<file path="src/rtl/rr_packet_arbiter.sv">
// rr_packet_arbiter
//
// Round-robin arbiter that shares one streaming output channel between
// NUM_REQ requesters. Packets are multi-beat: once a requester wins it keeps
// the channel until its last beat transfers. The winner of each completed
// packet becomes the lowest-priority requester for the next arbitration.
//
// Ports:
//   clk        clock, all state changes on the rising edge
//   rst        synchronous active-high reset
//   in_valid   per-requester beat valid
//   in_last    per-requester last-beat flag
//   in_data    packed beats, requester i at [i*DATA_WIDTH +: DATA_WIDTH]
//   in_ready   per-requester ready (gnt gated by out_ready)
//   out_valid  muxed beat valid
//   out_last   muxed last flag
//   out_data   muxed beat
//   out_ready  downstream ready
//   gnt        one-hot current grant, zero when nobody owns the channel
//   gnt_idx    binary index of gnt, zero when gnt is zero
module rr_packet_arbiter #(
  parameter int NUM_REQ    = 4,
  parameter int DATA_WIDTH = 32,
  localparam int IDX_WIDTH = $clog2(NUM_REQ)
) (
  input  logic                          clk,
  input  logic                          rst,
  input  logic [NUM_REQ-1:0]            in_valid,
  input  logic [NUM_REQ-1:0]            in_last,
  input  logic [NUM_REQ*DATA_WIDTH-1:0] in_data,
  output logic [NUM_REQ-1:0]            in_ready,
  output logic                          out_valid,
  output logic                          out_last,
  output logic [DATA_WIDTH-1:0]         out_data,
  input  logic                          out_ready,
  output logic [NUM_REQ-1:0]            gnt,
  output logic [IDX_WIDTH-1:0]          gnt_idx
);

  typedef enum logic {
    ARB    = 1'b0,
    LOCKED = 1'b1
  } state_t;

  state_t               state_reg, state_next;
  logic [NUM_REQ-1:0]   ptr_reg, ptr_next;
  logic [NUM_REQ-1:0]   own_reg, own_next;

  logic [NUM_REQ-1:0]   mask_hi;
  logic [NUM_REQ-1:0]   req_hi;
  logic [NUM_REQ-1:0]   rr_gnt;
  logic                 xfer_last;

  logic [DATA_WIDTH-1:0] data_term [NUM_REQ];

  // Round-robin pick: requests at or above the pointer position take
  // precedence; if none, wrap to the lowest-numbered request. x & -x
  // isolates the lowest set bit.
  always_comb begin
    mask_hi = ~(ptr_reg - NUM_REQ'(1));
    req_hi  = in_valid & mask_hi;
    if (req_hi != '0) begin
      rr_gnt = req_hi & (~req_hi + NUM_REQ'(1));
    end else begin
      rr_gnt = in_valid & (~in_valid + NUM_REQ'(1));
    end
  end

  // Reset forces the grant to zero, which in turn zeroes every output
  // derived from it.
  always_comb begin
    gnt = '0;
    if (!rst) begin
      gnt = (state_reg == LOCKED) ? own_reg : rr_gnt;
    end
  end

  // AND-OR datapath mux: relies on gnt being one-hot or zero.
  for (genvar gi = 0; gi < NUM_REQ; gi++) begin : g_data_term
    assign data_term[gi] = in_data[gi*DATA_WIDTH +: DATA_WIDTH] & {DATA_WIDTH{gnt[gi]}};
  end

  always_comb begin
    out_data = '0;
    gnt_idx  = '0;
    for (int i = 0; i < NUM_REQ; i++) begin
      out_data = out_data | data_term[i];
      if (gnt[i]) begin
        gnt_idx = gnt_idx | IDX_WIDTH'(i);
      end
    end
  end

  assign out_valid = |(in_valid & gnt);
  assign out_last  = |(in_last & gnt);
  assign in_ready  = gnt & {NUM_REQ{out_ready}};

  assign xfer_last = out_valid & out_ready & out_last;

  // Next-state: any presented beat that does not complete a packet locks the
  // grant, so a stalled first beat never sees its grant move.
  always_comb begin
    state_next = state_reg;
    own_next   = own_reg;
    ptr_next   = ptr_reg;
    case (state_reg)
      ARB: begin
        if (!xfer_last && out_valid) begin
          state_next = LOCKED;
          own_next   = gnt;
        end
      end
      LOCKED: begin
        if (xfer_last) begin
          state_next = ARB;
          own_next   = '0;
        end
      end
      default: begin
        state_next = ARB;
        own_next   = '0;
      end
    endcase
    // Winner drops to lowest priority once its packet completes.
    if (xfer_last) begin
      ptr_next = {gnt[NUM_REQ-2:0], gnt[NUM_REQ-1]};
    end
  end

  always_ff @(posedge clk) begin
    if (rst) begin
      state_reg <= ARB;
      ptr_reg   <= NUM_REQ'(1);
      own_reg   <= '0;
    end else begin
      state_reg <= state_next;
      ptr_reg   <= ptr_next;
      own_reg   <= own_next;
    end
  end

  // Structural properties of the grant and requester protocol assumptions.
  a_gnt_onehot: assert property (@(posedge clk) disable iff (rst) $onehot0(gnt));
  a_idx_zero:   assert property (@(posedge clk) disable iff (rst) (gnt == '0) |-> (gnt_idx == '0));
  a_idx_match:  assert property (@(posedge clk) disable iff (rst) (gnt != '0) |-> gnt[gnt_idx]);

  for (genvar gi = 0; gi < NUM_REQ; gi++) begin : g_req_checks
    a_ready_granted: assert property (@(posedge clk) disable iff (rst)
      in_ready[gi] |-> gnt[gi]);
    a_req_hold: assert property (@(posedge clk) disable iff (rst)
      (in_valid[gi] && !in_ready[gi]) |=>
        (in_valid[gi] && $stable(in_last[gi]) &&
         $stable(in_data[gi*DATA_WIDTH +: DATA_WIDTH])));
  end

endmodule

</file>
<file path="config.mk">
export PLATFORM = sky130hd
export DESIGN_NAME = rr_packet_arbiter
export DESIGN_NICKNAME = d
export VERILOG_FILES = /design/src/rtl/rr_packet_arbiter.sv
export SDC_FILE = /design/constraint.sdc
export NUM_CORES = 1
export LEC_CHECK = 0
export BUFFER_PORTS_ARGS = -buffer_cell sky130_fd_sc_hd__buf_2
export CORE_AREA = 2 2 70 72
export CTS_CLUSTER_SIZE = 12
export DETAILED_ROUTE_END_ITERATION = 10
export DIE_AREA = 0 0 72 74
export GPL_ROUTABILITY_DRIVEN = 0
export HOLD_SLACK_MARGIN = 0.02
export PLACE_DENSITY = 0.77
export SLEW_MARGIN = 30
export SYNTH_ARGS = -nofsm -noshare
export SYNTH_HDL_FRONTEND = slang
export SYNTH_SLANG_ARGS = --single-unit
</file>
<file path="constraint.sdc">
create_clock -name clk -period 4.8 [get_ports clk]
set_input_delay 0.72 -clock clk [delete_from_list [all_inputs] [get_ports clk]]
set_output_delay 0.72 -clock clk [all_outputs]
set_load 0.01 [all_outputs]
</file>
-- Word level (Yosys, flattened, before mapping)
Index checks and enable logic that the tools add are counted.
- add/sub/neg operators: 3
- equality and inequality tests: 2
- reduce and logical (&&, ||, !) cells: 6
- mux-type cells: 12
- bitwise logic cells: 19
- operators by type and width (kind ; number):
    bitwise AND 32 bit ; 4
    OR 32 bit ; 3
    bitwise AND 4 bit ; 6
    two-way mux 4 bit ; 5
    NOT 4 bit ; 3
    adder 4 x 1 -> 4 bit (second input constant) ; 2
    case mux 4 bit (2 select lines) ; 1
    OR reduction 4 bit ; 2
    two-way mux 2 bit ; 2
    nonzero test 4 bit ; 1
    subtractor 4 x 1 -> 4 bit (second input constant) ; 1
    two-way mux 1 bit ; 3
    bitwise AND 1 bit ; 2
    != test 2 x 1 -> 1 bit (second input constant) ; 1
    != test 2 bit (second input constant) ; 1
    case mux 1 bit (2 select lines) ; 1
    AND reduction 2 bit ; 1
    logical AND 1 bit ; 1
    zero test 1 bit ; 1
    NOT 1 bit ; 1
- logic and storage cells: 45
- register bits after elaboration: 9
- output and inout port bits: 44
- input bits: 139

-- Logic depth before layout (Yosys ltp)
- depth in word-level cells: 17
- depth in mapped cells: 10
- mapped depth without buffers: 9

-- Worst setup path before layout
No wires, ideal clock.
- kind: input to output
- start: input in_valid[1]
- end: output in_ready[2]
- stages: 7
- data required time: 4.080 ns
- arrival: 2.391 ns
- setup slack: 1.689 ns
- path buffers: 2
- cells stage by stage: or4b_1 > a31o_2 > a21oi_1 > buf_2 > buf_1 > inv_1 > nor2_1
- cells in the longest elaborated chain, start to end: 8
- elaborated cells between the ends (all ways): 12
- ends and longest elaborated chain (item ; RTL line ; source):
    start, declared ; 28 ; input logic [NUM_REQ-1:0] in_valid,
    bitwise AND 4 bit ; 61 ; req_hi = in_valid & mask_hi;
    NOT 4 bit ; 63 ; rr_gnt = req_hi & (~req_hi + NUM_REQ'(1));
    adder 4 x 1 -> 4 bit ; 63 ;
    bitwise AND 4 bit ; 63 ;
    two-way mux 4 bit (*) ; 62 ; if (req_hi != '0) begin
    two-way mux 4 bit (*) ; 74 ; gnt = (state_reg == LOCKED) ? own_reg : rr_gnt;
    two-way mux 4 bit (*) ; 73 ; if (!rst) begin
    named net gnt[2] ; 36 ; output logic [NUM_REQ-1:0] gnt,
    bitwise AND 4 bit (*) ; 96 ; assign in_ready = gnt & {NUM_REQ{out_ready}};
    end, declared ; 31 ; output logic [NUM_REQ-1:0] in_ready,
The timed path passes the listed nets; every way through them passes the cells marked *.

-- Worst setup path in the final report
- start: register ptr_reg[0]
- end: output out_last
- cells in the longest elaborated chain, start to end: 11
- elaborated cells between the ends (all ways): 12
- ends and longest elaborated chain (item ; RTL line ; source):
    start, declared ; 46 ; logic [NUM_REQ-1:0] ptr_reg, ptr_next;
    start signal, assigned ; 137 ; ptr_reg <= ptr_next;
    subtractor 4 x 1 -> 4 bit (*) ; 60 ; mask_hi = ~(ptr_reg - NUM_REQ'(1));
    NOT 4 bit (*) ; 60 ;
    bitwise AND 4 bit (*) ; 61 ;
    NOT 4 bit ; 63 ;
    adder 4 x 1 -> 4 bit ; 63 ;
    bitwise AND 4 bit ; 63 ;
    two-way mux 4 bit (*) ; 62 ;
    two-way mux 4 bit (*) ; 74 ;
    two-way mux 4 bit (*) ; 73 ;
    bitwise AND 4 bit (*) ; 95 ; assign out_last = |(in_last & gnt);
    OR reduction 4 bit (*) ; 95 ;
    end, declared ; 33 ; output logic out_last,
Mark *: on every way between the ends. The rest lies on a longest branch, timed or not.

==> metrics.md <==
| Metric | Value |
|---|---|
| Status | finished, final reports clean |
| Crit path DAT | 3.01 ns |
| H-tree depth | 1 |
| DR vias | 2352 |
| Post-CTS setup buffers | 0 |
| Root Driver | clkbuf_8 |
| Synth Net Count | 339 |
| Area growth from synthesis to layout | 75.8% |
| Number of global-route vias before repair | 1874 |
| Setup WS post-layout | 1.07 ns |
| Wire per inst | 15.1 um |
| Initial Util | 0.291 |
| Final Hold Fails | 0 |
| Fin crit share | 0.776 |
| Place WS | 1.30 ns |
| Max cap viols | 0 |
| Cell Area, Synth | 1340 um2 |
| Most frequent cells after synthesis | nand2_1, a222oi_1, inv_1, clkbuf_1, dfxtp_1 |
| Ys async rst share | 0 |
| Number of synthesized register bits | 9 |
| Power Total | 0.513 mW |
| Hold worst-path end | own_reg[1] |
| Largest cells by area after synthesis | a222oi_1, nand2_1, dfxtp_1 |
| Core area | 4600 um2 |
| Leak | 1.37 nW |
| PortBufs | 182 |
| Largest net degree at the start of global routing | 27 |
| DR DRC count | 0 |
| Mean Syn Cell Area | 6.71 um2 |
| Total GRT Usage | 0.209 |
| Worst-Skew Late Latency | 0.23 ns |
| Synth Flop Type | dfxtp_1 |
| Worst-path clk slew | 0.04 ns |
| Peak VDD IR | 126 uV |
| Layout cell share with drive strength beyond 1 | 0.527 |
| WL final | 6480 um |
| Die W | 72 um |
| Kind of critical path | reg -> out |
| Yosys warnings | 0 |
| Final setup vio count | 0 |
| # IOs | 183 |
| Pin slew with the least headroom to its limit | 0.763 ns |
| Clock sinks | 9 |
| Final instance area | 2350 um2 |
| Global route overflow | 0 |
| Post-DP HPWL | 5200 um |
| Post-synth top area cell | a222oi_1 |
| Slowest-stage cell, CP | a211oi_4 |
| Filler cells | 440 |
| Post-synthesis cell count | 199 |
| Clock Path Buffers | 2 |
| Post-synthesis sequential area ratio | 0.135 |
| FF-to-FF setup slack | 1.38 ns |
| Hold_sp | own_reg[1] |
| FF-to-FF Start | ptr_reg[0] |
| Critical R2R Capture | ptr_reg[3] |
| Area fraction of the dominant cell type after synthesis | 0.255 |
| Slew Limit Fails | 0 |
| Routed Antenna Nets | 0 |
| PostCTS Resize Cnt | 0 |
| RSZ-0062 raised after global routing | no |
| Netlist cell types | 44 |
| Antenna diodes | 0 |
| First-pass GRT wire length | 8970 um |
| Hold depth | 2 |
| Area post-placement | 2300 um2 |
| Max incr delay on CP | 0.56 ns |
| Row cnt | 25 |
| DRT iter0 DRCs | 236 |
| Die area | 5330 um2 |
| Cts hold-fix bufs | 0 |
| Routed vias/inst | 5.50 |
| Worst relative slew slack | 0.491 |
| CP cell instances | inv_1 -> ha_1 -> a221oi_1 -> o211ai_1 -> a211oi_4 -> buf_4 -> a222oi_1 -> nand2_1 -> buf_2 |
| Die Span Y | 74 um |
| Skew final | 0.00161 ns |
| Final TNS setup | 0 ns |
| Most frequent cell after synthesis | nand2_1 |
| PwrDens | 218 nW/um2 |
| Crit path capture type | primary output |
| CTS tree | done |
| CP Launch Type | flop |
| Final nets | 515 |
| Cts bufs inserted | 3 |
| Fin crit period | 3.73 ns |
| Max frequency | 0.268 GHz |
| Crit Path Max Fanout | 26 |
| Required time of the critical path | 4.08 ns |
| Hold Crit Class | reg -> reg |
| R2R depth | 10 |
| Initial antenna violation count | 0 |
| Pre-Repair DR Iteration Count | 6 |
| Number of synthesized flops with an enable pin | 0 |
-- critical path, delay by kind of cell, from the launching register on --
family	cells	cell delay, ns
flops	1	0.45
simple gates	1	0.14
fa+ha+maj	1	0.30
compound gates	4	1.24
buf+inv	3	0.63
-- metrics by stage --
step,hold WS (ns),util,cells
2_1_floorplan,0.452,-,199
3_3_place_gp,0.468,0.501,424
3_5_place_dp,0.470,0.501,424
4_1_cts,0.477,0.511,428
5_1_grt,0.486,0.511,428
6_report,0.484,0.511,428
-- kinds of logic (layout without fill, tap and decap cells) --
group                      after synthesis  count (layout)  share of synthesized area
buffers and inverters                   29             204                     0.0833
DFF                                      9               9                      0.135
adders and majority gates                1               1                    0.00936
muxes                                    3               3                     0.0225
xor gates and xnor gates                 2               2                     0.0131
and+or+nand+nor                         92              92                      0.292
AOI/OAI and AO/OA                       63              63                      0.445
-- how the worst max path moves through the flow --
stage,from,endpoint,cells past startpoint
after global routing,ptr_reg[0],out_last,9
after floorplan,in_valid[1],in_ready[2],7
after CTS,ptr_reg[0],out_last,9
final,ptr_reg[0],out_last,9
after detailed placement,in_valid[0],out_last,8
after global placement,in_valid[0],out_last,8
-- layout make-up --
type                       instances  area (um2)  share of cell area
multi-input combinational        161        1060               0.453
timing repair buffer             186         941               0.400
sequential                         9         180              0.0767
tap                               54        67.6              0.0288
inverter                          14        52.6              0.0224
clock buffer                       4        45.0              0.0192
-- metal layers --
metal	GRT usage	wire, um
met1	0.270	2460
met2	0.364	3170
met3	0.0271	747
met4	0.0692	97
met5	0	0
-- power by group --
part / internal, mW / switching, mW / total (mW)
clock: 0.0576 / 0.0275 / 0.0852
sequential: 0.0818 / 0.0104 / 0.0921
combinational: 0.153 / 0.183 / 0.336
-- cell usage in the layout, fill, tap and decap left out, types with 2 or more instances in the layout --
cell type | netlist | final
buf_2 | 2 | 182
nand2_1 | 75 | 75
a222oi_1 | 34 | 34
inv_1 | 13 | 13
dfxtp_1 | 9 | 9
nor2_1 | 5 | 5
o32ai_1 | 4 | 4
buf_4 | 0 | 4
o211ai_1 | 3 | 3
mux2i_1 | 3 | 3
clkbuf_8 | 0 | 3
and2_1 | 2 | 2
a21oi_1 | 3 | 2
and3_1 | 2 | 2
a32oi_1 | 2 | 2
Note: power is estimated with default switching activity, not from simulation.
